==> config.mk <==
export PLATFORM = sky130hd
export DESIGN_NAME = alu_seq_ctrl
export DESIGN_NICKNAME = d
export VERILOG_FILES = /design/src/rtl/alu_seq_ctrl.sv
export SDC_FILE = /design/constraint.sdc
export NUM_CORES = 1
export LEC_CHECK = 0
export BUFFER_PORTS_ARGS = -buffer_cell sky130_fd_sc_hd__buf_2
export CAP_MARGIN = 10
export CORE_MARGIN = 5
export CORE_UTILIZATION = 45
export CTS_BUF_LIST = sky130_fd_sc_hd__clkbuf_8
export DETAILED_ROUTE_END_ITERATION = 16
export PLACE_DENSITY = 0.76
export SLEW_MARGIN = 30
export SYNTH_ARGS = -nofsm -noshare
export SYNTH_HDL_FRONTEND = slang
export SYNTH_SLANG_ARGS = --single-unit
export TNS_END_PERCENT = 5
==> constraint.sdc <==
create_clock -name clk -period 1.7 [get_ports clk]
set_input_delay 0.17 -clock clk [delete_from_list [all_inputs] [get_ports clk]]
set_output_delay 0.17 -clock clk [all_outputs]
set_load 0.01 [all_outputs]
==> src/rtl/alu_seq_ctrl.sv <==
// Instruction sequencer for the 8x16 register-file/ALU datapath.
// Decodes ALU/LDI/REP/NOP words and issues per-cycle datapath controls.
module alu_seq_ctrl (
    input  logic        clk,
    input  logic        reset,
    input  logic        instr_valid,
    input  logic [15:0] instr,
    output logic        instr_ready,
    output logic        busy,
    output logic        done,
    output logic        carry_flag,
    input  logic        alu_cout,
    output logic        alu_sel,
    output logic        alu_wr,
    output logic [2:0]  alu_op,
    output logic [2:0]  rd_addr_a,
    output logic [2:0]  rd_addr_b,
    output logic [2:0]  wr_addr,
    output logic [15:0] d_in
);

    typedef enum logic [1:0] {IDLE, EXEC, FLAG} state_t;
    typedef enum logic [1:0] {
        CLS_ALU = 2'b00,
        CLS_LDI = 2'b01,
        CLS_REP = 2'b10,
        CLS_NOP = 2'b11
    } cls_t;

    state_t      state, state_nxt;
    logic [15:0] ir;
    logic [2:0]  rep_cnt;
    cls_t        cls;
    logic        accept;

    assign cls    = cls_t'(ir[15:14]);
    assign accept = instr_valid && (state == IDLE);

    always_ff @(posedge clk) begin
        if (reset) begin
            state      <= IDLE;
            ir         <= '0;
            rep_cnt    <= '0;
            carry_flag <= 1'b0;
        end else begin
            state <= state_nxt;
            if (accept) begin
                ir      <= instr;
                rep_cnt <= (instr[15:14] == CLS_REP) ? instr[4:2] : '0;
            end else if (state == EXEC && rep_cnt != '0) begin
                rep_cnt <= rep_cnt - 3'd1;
            end
            // alu_cout is registered in the datapath, so in FLAG it holds the last EXEC carry
            if (state == FLAG && (cls == CLS_ALU || cls == CLS_REP))
                carry_flag <= alu_cout;
        end
    end

    always_comb begin
        state_nxt   = state;
        instr_ready = (state == IDLE);
        busy        = (state != IDLE);
        done        = 1'b0;
        alu_sel     = 1'b0;
        alu_wr      = 1'b0;
        alu_op      = '0;
        rd_addr_a   = '0;
        rd_addr_b   = '0;
        wr_addr     = '0;
        d_in        = '0;
        case (state)
            IDLE: begin
                if (instr_valid)
                    state_nxt = (instr[15:14] == CLS_NOP) ? FLAG : EXEC;
            end
            EXEC: begin
                state_nxt = FLAG;
                case (cls)
                    CLS_ALU: begin
                        alu_sel   = 1'b1;
                        alu_wr    = 1'b1;
                        alu_op    = ir[13:11];
                        rd_addr_a = ir[7:5];
                        rd_addr_b = ir[4:2];
                        wr_addr   = ir[10:8];
                    end
                    CLS_LDI: begin
                        alu_wr  = 1'b1;
                        wr_addr = ir[13:11];
                        d_in    = {5'b0, ir[10:0]};
                    end
                    CLS_REP: begin
                        alu_sel   = 1'b1;
                        alu_wr    = 1'b1;
                        alu_op    = ir[13:11];
                        rd_addr_a = ir[10:8];
                        rd_addr_b = ir[7:5];
                        wr_addr   = ir[10:8];
                        if (rep_cnt != '0)
                            state_nxt = EXEC;
                    end
                    default: ;
                endcase
            end
            FLAG: begin
                done      = 1'b1;
                state_nxt = IDLE;
            end
            default: state_nxt = IDLE;
        endcase
    end

endmodule

==> impl_metrics.csv, run 1 <==
group,metric,value,unit
finish,antenna_cells,0,
synthesis,synth_area_leaders,"dfxtp_1, nand2_1, a21oi_1",
worst_setup_path,critPathRequiredTime,1.53,ns
clock_network,cts_tree,"done",
global_route,grt_pass1_wl,5.030,mm
placed_design,post-dp-hpwl,2.221,mm
die,fp.dieW,62.76,um
synthesis,yosysUniqueCellTypes,37,
synthesis,netlist.top_cell.by_area,"dfxtp_1",
global_route,antenna_found_initial,0,
worst_setup_path,slowest_stage,"dfxtp_1",
detailed_routing,wirelength,3.111,mm
worst_setup_path,path_buf_inv,2,
die,coreArea,2710,sq um
power_and_ir_drop,p_per_area,812.6,nW/um^2
global_route,grt_pass1_vias,1125,
die,die_y,62.76,um
synthesis,netlist_area,1252,sq um
die,io_pins,54,
synthesis,synth_edf_count,0,
synthesis,synthTopCellsByCount,"nand2_1, dfxtp_1, a21oi_1, and2_1",
sta,max_freq,621.3,MHz
synthesis,post-synth-top-count-cell,"nand2_1",
power_and_ir_drop,power.leakage,0.7610,nW
worst_setup_path,end_kind,"output pin",
status,outcome,"completed",
sta,layout_min_cycle_time,1.610,ns
detailed_routing,drtAntennaViolNets,0,
finish,fillers,271,
worst_hold_path,min_path_type,"input port to register",
finish,area_delta_synth_final,29.07,%
flow_run,maxCapViolations,0,
finish,final_nets,234,
detailed_routing,drc,0,
global_route,globalRouteTotalUtil,15.31,%
sta,clock_skew,0.001548,ns
sta,tightest_slew,0.5636,ns
sta,rsz0062_at_grt,"no",
clock_network,clk_latency,0.26,ns
sta,max-slew-margin-rel,62.43,%
sta,holdWs,0.1377,ns
sta,drv_slew,0,
sta,fin_crit_sh,94.68,%
die,num_rows,19,
clock_network,cts_made_buffers,3,
synthesis,syn_inst,159,
synthesis,synth_seq_cells,22,
synthesis,yosys_warnings,0,
synthesis,yosys.area.top_type_share,35.16,%
worst_setup_path,critPathMaxStageDelay,0.40,ns
sta,finalHoldViolations,0,
detailed_routing,avgRoutedWirePerCell,12.86,um
detailed_routing,num_vias,1227,
placed_design,routabilityCongestion,0.7954,
synthesis,syn-mean-instance-area,7.877,sq um
detailed_routing,drtIter0Drc,37,
detailed_routing,via_per_inst,5.070,
synthesis,ys_seq_area_share,35.16,%
synthesis,ys_dominant_reg_cell,"dfxtp_1",
finish,fin_util,59.65,%
clock_network,cts_root_buf,"clkbuf_8",
worst_setup_path,crit_fanout,5,
die,initial_core_util,46.21,%
die,dieArea,3938,sq um
global_route,grt_start_max_net_pins,23,
worst_setup_path,crit_family,"flip-flops",
finish,drive_gt1_share,34.12,%
worst_setup_path,crit_arrival,1.44,ns
sta,tns,0,ns
clock_network,clock_sinks,22,
worst_setup_path,cp-start-kind,"register",
detailed_routing,first_pass_iters,4,
global_route,overflow,0,
power_and_ir_drop,ir_drop,0.7775,mV
clock_network,clockBufferDepth,2,
sta,setup_viol,0,
clock_network,clk_pin_slew_worst_paths,0.08,ns
placed_design,io_buffers,48,
clock_network,h-tree-depth,1,
worst_setup_path,crit_chain,"nand2b_4 > nor3b_2 > clkdlybuf4s15_2 > a22o_1 > buf_2",
synthesis,async_flop_share,0,%
worst_setup_path,path_class,"register to output pin",
## worst reg2reg max path, cell delays in order, from the launching register on
cell,delay (ns)
dfxtp_2,0.33
buf_4,0.13
buf_4,0.14
or3b_1,0.61
nand2_1,0.17
a21oi_1,0.07
## logic make-up (layout without fill, tap and decap cells)
kind of cell | Yosys count | count (layout) | share of synthesized area (%)
buffers and inverters | 22 | 70 | 10.09
and+or+nand+nor | 74 | 74 | 31.47
DFF | 22 | 22 | 35.16
muxes | 7 | 7 | 5.595
adders and majority gates | 2 | 2 | 1.998
other | 1 | 5 | 0.2994
AOI/OAI and AO/OA | 31 | 31 | 15.39
## stage by stage
step                 power, W  worst slack (ns)  area (sq um)  cells
finish               0.001314           0.09038          1617    242
global route         0.001377          0.004197          1617    242
CTS                  0.001317           0.07346          1580    239
floorplan           0.0007587            0.3695          1267    163
detailed placement  0.0008269            0.2732          1499    234
global placement    0.0008239            0.2807          1499    234
## cells in the final DEF, fill, tap and decap left out, types with 2 or more instances in the layout
| cell type | n |
|---|---|
| mux2i_1 | 7 |
| conb_1 | 5 |
| nor3_1 | 2 |
| a22o_1 | 3 |
| and2_1 | 15 |
| nand3b_1 | 2 |
| nor2_1 | 7 |
| dfxtp_2 | 2 |
| inv_1 | 6 |
| dfxtp_1 | 20 |
| a21oi_1 | 19 |
| buf_2 | 48 |
| nand2_1 | 34 |
| nand4b_1 | 3 |
| ha_1 | 2 |
| clkbuf_8 | 3 |
| a31oi_1 | 2 |
| buf_4 | 10 |
## per-layer routing
| metal | vias up | track usage [%] | share of wire (%) |
|---|---|---|---|
| met5 | - | 0 | 0 |
| met4 | 0 | 3.979 | 0.55 |
| met3 | 2 | 3.777 | 5.5 |
| met2 | 38 | 26.81 | 48 |
| met1 | 560 | 18.49 | 45 |
| li1 | 627 | - | - |
## repair_timing
| item | in CTS | in global routing |
|---|---|---|
| buffers inserted | 1 | 2 |
| hold buffers | 0 | 0 |
| setup endpoints to repair | 6 | 10 |
| resized for setup | 1 | 3 |
| hold endpoints to repair | 0 | 0 |
| pin swaps | 1 | 1 |
| gates cloned | 0 | 1 |
## registers in the layout, summed over array words and instances, names as in the netlist
signal / count
carry_flag: 1
state: 2
ir: 16
rep_cnt: 3
## where the power goes
part | internal (W) | total, W | switching, W
clock network | 0.000314 | 0.000488 | 0.000174
registers | 0.000551 | 0.000577 | 0.0000258
logic | 0.000110 | 0.000249 | 0.000138
total | 0.000976 | 0.00131 | 0.000338
## path summary, 6_finish.rpt
kind | start | end | slack (ns) | cells after the start
worst min register to register | ir[1] | ir[1] | 0.45 | 2
worst min-delay path | instr[9] | ir[9] | 0.14 | 3
worst max register to register | state[1] | ir[11] | 0.13 | 5
worst max-delay path | state[0] | wr_addr[1] | 0.09 | 5
## area by class of cell
type / instances / area (sq um) / share of cell area, %
multi-input combinational: 119 / 710.7 / 43.96
sequential: 22 / 442.9 / 27.40
timing repair buffer: 59 / 326.6 / 20.20
clock buffer: 3 / 41.29 / 2.554
tap: 31 / 38.79 / 2.399
clock inverter: 1 / 30.03 / 1.858
inverter: 7 / 26.28 / 1.625
No activity file was read; power rests on OpenSTA's default activity.
==> run 2, diff against run 1 <==
- REMOVE_ABC_BUFFERS: default -> 1
- clock period: 1.7 -> 1.58 ns (I/O delays scaled with it)
==> run 2 against run 1 <==
Critical path depth unchanged. Final cell count fell by 1.2%. Total power grew 7.3%. Clock-buffer cell count unchanged. Flip-flop and latch count unchanged. First-iteration DRC count is 30% higher. Clock power is 7.2% higher. Sequential power is 8.1% higher. Non-clock buffer count down 3. Routed wire length down 2.1%. Die area is the same. Worst hold slack got worse by 0.014 ns.
==> impl_metrics.csv, run 2 (synthesized netlist as in run 1, its figures left out) <==
group,metric,value,unit
status,outcome,"completed",
placed_design,placed_area,1506,sq um
die,dieArea,3938,sq um
sta,clock_skew,0.006209,ns
clock_network,cts_root_buf,"clkbuf_8",
sta,fin_crit_sh,97.93,%
worst_setup_path,critPathRequiredTime,1.42,ns
sta,rsz0062_at_grt,"yes",
worst_setup_path,crit_fanout,10,
power_and_ir_drop,p_per_area,884.5,nW/um^2
global_route,grt_pass1_vias,1163,
clock_network,cts_tree,"done",
die,fp.dieW,62.76,um
finish,ff_latch_area,444.2,sq um
global_route,overflow,0,
sta,drv_slew,0,
finish,top_register,"ir",
finish,reg_top3,"ir x16, rep_cnt x3, state x2",
detailed_routing,num_vias,1219,
finish,fillers,262,
finish,multi_input_comb_area,710.7,sq um
global_route,globalRouteTotalUtil,15.41,%
sta,finalHoldViolations,0,
worst_hold_path,hold_end,"ir[9]",
detailed_routing,avgRoutedWirePerCell,12.75,um
clock_network,h-tree-depth,1,
worst_setup_path,r2r_start,"rep_cnt[0]",
finish,final_nets,231,
detailed_routing,wirelength,3.047,mm
worst_setup_path,cp-start-kind,"register",
flow_run,maxCapViolations,0,
worst_setup_path,slowest_stage,"dfxtp_1",
worst_setup_path,critPathMaxStageDelay,0.32,ns
finish,area_delta_synth_final,27.27,%
worst_setup_path,end_kind,"output pin",
worst_setup_path,reg2reg_depth,5,
finish,largest_reg_flops,16,
worst_setup_path,crit_chain,"nand2b_4 > nor3b_2 > buf_4 > and2_1 > buf_2",
finish,fin_area,1594,sq um
clock_network,cts_made_buffers,3,
placed_design,routabilityCongestion,0.8393,
finish,drive_gt1_share,33.65,%
global_route,grt_pass1_wl,5.092,mm
detailed_routing,drc,0,
sta,setup_ws,0.03276,ns
clock_network,clk_latency,0.26,ns
die,coreArea,2710,sq um
worst_setup_path,crit_arrival,1.39,ns
worst_hold_path,hold_depth,3,
finish,final_cell_mix,"buf_2, nand2_1, a21oi_1, dfxtp_1, and2_1",
finish,antenna_cells,0,
die,num_rows,19,
placed_design,io_buffers,48,
finish,final_common_cell,"buf_2",
die,io_pins,54,
global_route,antenna_found_initial,0,
detailed_routing,via_per_inst,5.100,
detailed_routing,drtIter0Drc,48,
placed_design,dp_slack,0.1362,ns
sta,setup_viol,0,
worst_setup_path,timing.rr.end,"rep_cnt[1]",
clock_network,clock_sinks,22,
worst_hold_path,hp-start,"instr[9]",
worst_hold_path,min_path_type,"input port to register",
clock_network,clk_pin_slew_worst_paths,0.08,ns
power_and_ir_drop,ir_drop,0.7314,mV
die,initial_core_util,46.21,%
clock_network,clockBufferDepth,2,
placed_design,post-dp-hpwl,2.273,mm
worst_setup_path,path_class,"register to output pin",
detailed_routing,first_pass_iters,4,
power_and_ir_drop,power.leakage,0.7458,nW
worst_setup_path,rrSetupSlack,0.10,ns
global_route,grt_start_max_net_pins,23,
power_and_ir_drop,total_power,0.001410,W
clock_network,hold_buffers,0,
detailed_routing,drtAntennaViolNets,0,
die,die_y,62.76,um
sta,max_freq,646.3,MHz
sta,layout_min_cycle_time,1.547,ns
==> run 2: changes by cell type in the layout (fill, tap and decap cells not counted) <==
cell / delta
buf_4: -2
clkdlybuf4s15_2: -1
dfxtp_1: -1
dfxtp_2: +1
inv_2: -1
inv_4: +1
==> run 2: where the power goes <==
part	switching [W]	internal [W]	leakage, nW
registers	0.0000303	0.000593	0.182
logic	0.000146	0.000117	0.528
clock network	0.000184	0.000338	0.0357
==> run 2: how the worst max path moves through the flow <==
stage | end | startpoint | cells past startpoint | slack, ns
after floorplan | wr_addr[0] | state[0] | 3 | 0.11
after global placement | rep_cnt[1] | rep_cnt[0] | 5 | 0.19
after detailed placement | rep_cnt[1] | rep_cnt[0] | 5 | 0.14
after CTS | d_in[7] | state[1] | 5 | -0.003
after global routing | state[0] | rep_cnt[0] | 6 | -0.03
final | d_in[4] | state[1] | 5 | 0.03
==> run 2: layout make-up <==
cell class	count	share of cell area [%]
flip-flops and latches	22	27.86
well taps	31	2.433
repair buffers	56	18.84
multi-input cells	119	44.58
inverters	7	1.805
clock buffers	3	2.590
clock inverters	1	1.884
==> run 2: stage by stage <==
| step | hold WS (ns) | TNS, ns | utilization [%] | std cells |
|---|---|---|---|---|
| finish | 0.1241 | 0 | 58.82 | 239 |
| floorplan | 0.2242 | 0 | - | 148 |
| detailed placement | 0.4051 | 0 | 55.59 | 235 |
| CTS | 0.1196 | -0.003160 | 58.31 | 239 |
| global route | 0.1311 | -0.04185 | 58.82 | 239 |
| global placement | 0.3972 | 0 | 55.59 | 235 |
==> run 2: metal layers <==
layer,up-vias,track usage [%],part of all wire [%]
met4,0,6.101,2.4
met3,10,3.957,5.7
met5,-,0,0
met1,547,17.03,43
met2,41,27.72,48
li1,621,-,-
==> run 2: repair_timing <==
action / CTS / global route
setup buffers: 0 / 0
gates resized for setup: 1 / 5
endpoints found under the hold margin: 0 / 0
endpoints found under the setup margin: 6 / 18
==> run 2: critical path, delay by kind of cell, from the launching register on <==
family | cells | cell delay, ns
AND/OR/NAND/NOR | 3 | 0.49
flip-flops | 1 | 0.32
buffers and inverters | 2 | 0.32
==> run 3, diff against run 2 <==
- ABC_CLOCK_PERIOD_IN_PS: default -> 1580
- PLACE_DENSITY: 0.76 -> default
- PLACE_DENSITY_LB_ADDON: default -> 0.05
==> run 3 against run 2 <==
Non-clock buffer count decreased by 1. Core utilization is 0.55 points lower. Total power decreased by 7.5%. Clock skew decreased by 0.0045 ns. Final cell count fell by 0.42%. Global-route usage increased by 1.3 points. Fmax up 0.49%. Die area unchanged. Sequential power about the same. First-iteration DRC count decreased by 15%. Routed wire length up 6.4%. Worst hold slack got worse by 0.0027 ns.
==> impl_metrics.csv, run 3 (synthesized netlist as in run 1, its figures left out) <==
group,metric,value,unit
clock_network,cts_made_buffers,3,
sta,max-slew-margin-rel,63.57,%
power_and_ir_drop,p_comb_share,20.4,%
power_and_ir_drop,power.leakage,0.7358,nW
worst_setup_path,slowest_stage,"dfxtp_2",
clock_network,post_cts_buffers,0,
placed_design,io_buffers,48,
detailed_routing,drc,0,
detailed_routing,drtIter0Drc,41,
die,fp.dieW,62.76,um
global_route,grt_start_max_net_pins,23,
power_and_ir_drop,p_clk_share,31.6,%
finish,fin_util,58.26,%
worst_setup_path,cp-start-kind,"register",
sta,max_freq,649.5,MHz
worst_setup_path,crit_fanout,7,
power_and_ir_drop,total_power,0.001304,W
finish,top_register,"ir",
detailed_routing,route.met3.wl,213,um
detailed_routing,highest_layer,"met4",
power_and_ir_drop,p_per_area,825.7,nW/um^2
power_and_ir_drop,p_int,0.0009323,W
die,initial_core_util,46.21,%
detailed_routing,num_vias,1217,
worst_hold_path,min_path_type,"input port to register",
die,dieArea,3938,sq um
power_and_ir_drop,p_sw,0.0003715,W
detailed_routing,via_per_inst,5.113,
finish,drive_gt1_share,34.30,%
finish,final_cell_mix,"buf_2, nand2_1, a21oi_1",
sta,fin_crit_sh,97.45,%
sta,rsz0062_at_grt,"yes",
placed_design,routabilityCongestion,0.7252,
global_route,antenna_found_initial,0,
global_route,overflow,0,
finish,area_delta_synth_final,26.07,%
worst_setup_path,path_class,"register to output pin",
worst_setup_path,end_kind,"output pin",
finish,ff_latch_area,446.7,sq um
detailed_routing,met2_length,1.488,mm
die,die_y,62.76,um
finish,largest_reg_flops,16,
worst_setup_path,critPathMaxStageDelay,0.32,ns
detailed_routing,wl_met1,1.482,mm
die,num_rows,19,
finish,multi_input_comb_area,716.9,sq um
finish,reg_top3,"ir x16, rep_cnt x3, state x2",
sta,finalHoldViolations,0,
sta,setup_viol,0,
finish,antenna_cells,0,
clock_network,cts_tree,"done",
global_route,globalRouteTotalUtil,16.69,%
placed_design,dp_slack,0.07213,ns
sta,clock_skew,0.001689,ns
clock_network,h-tree-depth,1,
die,io_pins,54,
clock_network,clk_pin_slew_worst_paths,0.08,ns
detailed_routing,avgRoutedWirePerCell,13.63,um
die,coreArea,2710,sq um
sta,tightest_slew,0.5464,ns
worst_setup_path,crit_arrival,1.38,ns
global_route,grt_pass1_vias,1151,
power_and_ir_drop,ir_drop,0.5010,mV
flow_run,maxCapViolations,0,
detailed_routing,wirelength,3.243,mm
power_and_ir_drop,switching_share,28.49,%
clock_network,cts_root_buf,"clkbuf_8",
clock_network,clockBufferDepth,2,
status,outcome,"completed",
finish,fillers,282,
clock_network,clock_sinks,22,
sta,layout_min_cycle_time,1.540,ns
worst_setup_path,crit_chain,"nand2b_4 > or2_4 > inv_4 > a22o_1 > buf_2",
sta,drv_slew,0,
finish,fin_cells,238,
finish,final_nets,230,
global_route,grt_pass1_wl,5.464,mm
detailed_routing,first_pass_iters,4,
placed_design,post-dp-hpwl,2.367,mm
detailed_routing,drtAntennaViolNets,0,
worst_setup_path,critPathRequiredTime,1.42,ns
sta,tns,0,ns
worst_setup_path,rrSetupSlack,0.11,ns
placed_design,dp.cells,234,
clock_network,clk_latency,0.26,ns
sta,setup_ws,0.04028,ns
power_and_ir_drop,power_frac_seq,47.9,%
finish,final_common_cell,"buf_2",
-- run 3: path summary, 6_finish.rpt --
check / startpoint / cells past startpoint / to
min reg2reg: ir[1] / 2 / ir[1]
max: state[1] / 5 / wr_addr[1]
min: instr[6] / 3 / ir[6]
max reg2reg: rep_cnt[0] / 5 / rep_cnt[1]
-- run 3: power groups by stage --
stage | clock [W] | sequential (W) | combinational (W)
after global placement | 0 | 0.000632 | 0.000252
final | 0.000413 | 0.000625 | 0.000266
after CTS | 0.000420 | 0.000623 | 0.000266
after detailed placement | 0 | 0.000634 | 0.000260
after global routing | 0.000449 | 0.000631 | 0.000297
after floorplan | 0 | 0.000636 | 0.000147
-- run 3: routing by layer --
metal / global-route usage [%] / up-vias
li1: - / 620
met5: 0 / -
met2: 26.30 / 39
met1: 21.69 / 551
met3: 4.317 / 7
met4: 6.366 / 0
-- run 3: worst max-delay path: cells and delay by family (launching register included) --
kind	cells	cell delay [ns]
flip-flops	1	0.32
buffers and inverters	2	0.21
AO/OA/AOI/OAI	1	0.13
AND/OR/NAND/NOR	2	0.46
-- run 3: area by class of cell --
cell class | instances | share of cell area (%)
clock buffer | 4 | 3.487
timing repair buffer | 55 | 18.54
multi-input combinational | 119 | 45.40
tap | 31 | 2.456
sequential | 22 | 28.29
inverter | 7 | 1.823
-- run 3: metrics by stage --
stage	area (sq um)	hold WS [ns]
after detailed placement	1499	0.4047
after global placement	1499	0.4006
after CTS	1568	0.1183
after floorplan	1167	0.2242
final	1579	0.1214
after global routing	1579	0.1191
-- run 3: timing repair --
action                                  in CTS  in global routing
endpoints found under the setup margin      22                 23
hold buffers                                 0                  0
gates resized for setup                      4                  5
pin swaps                                    1                  2
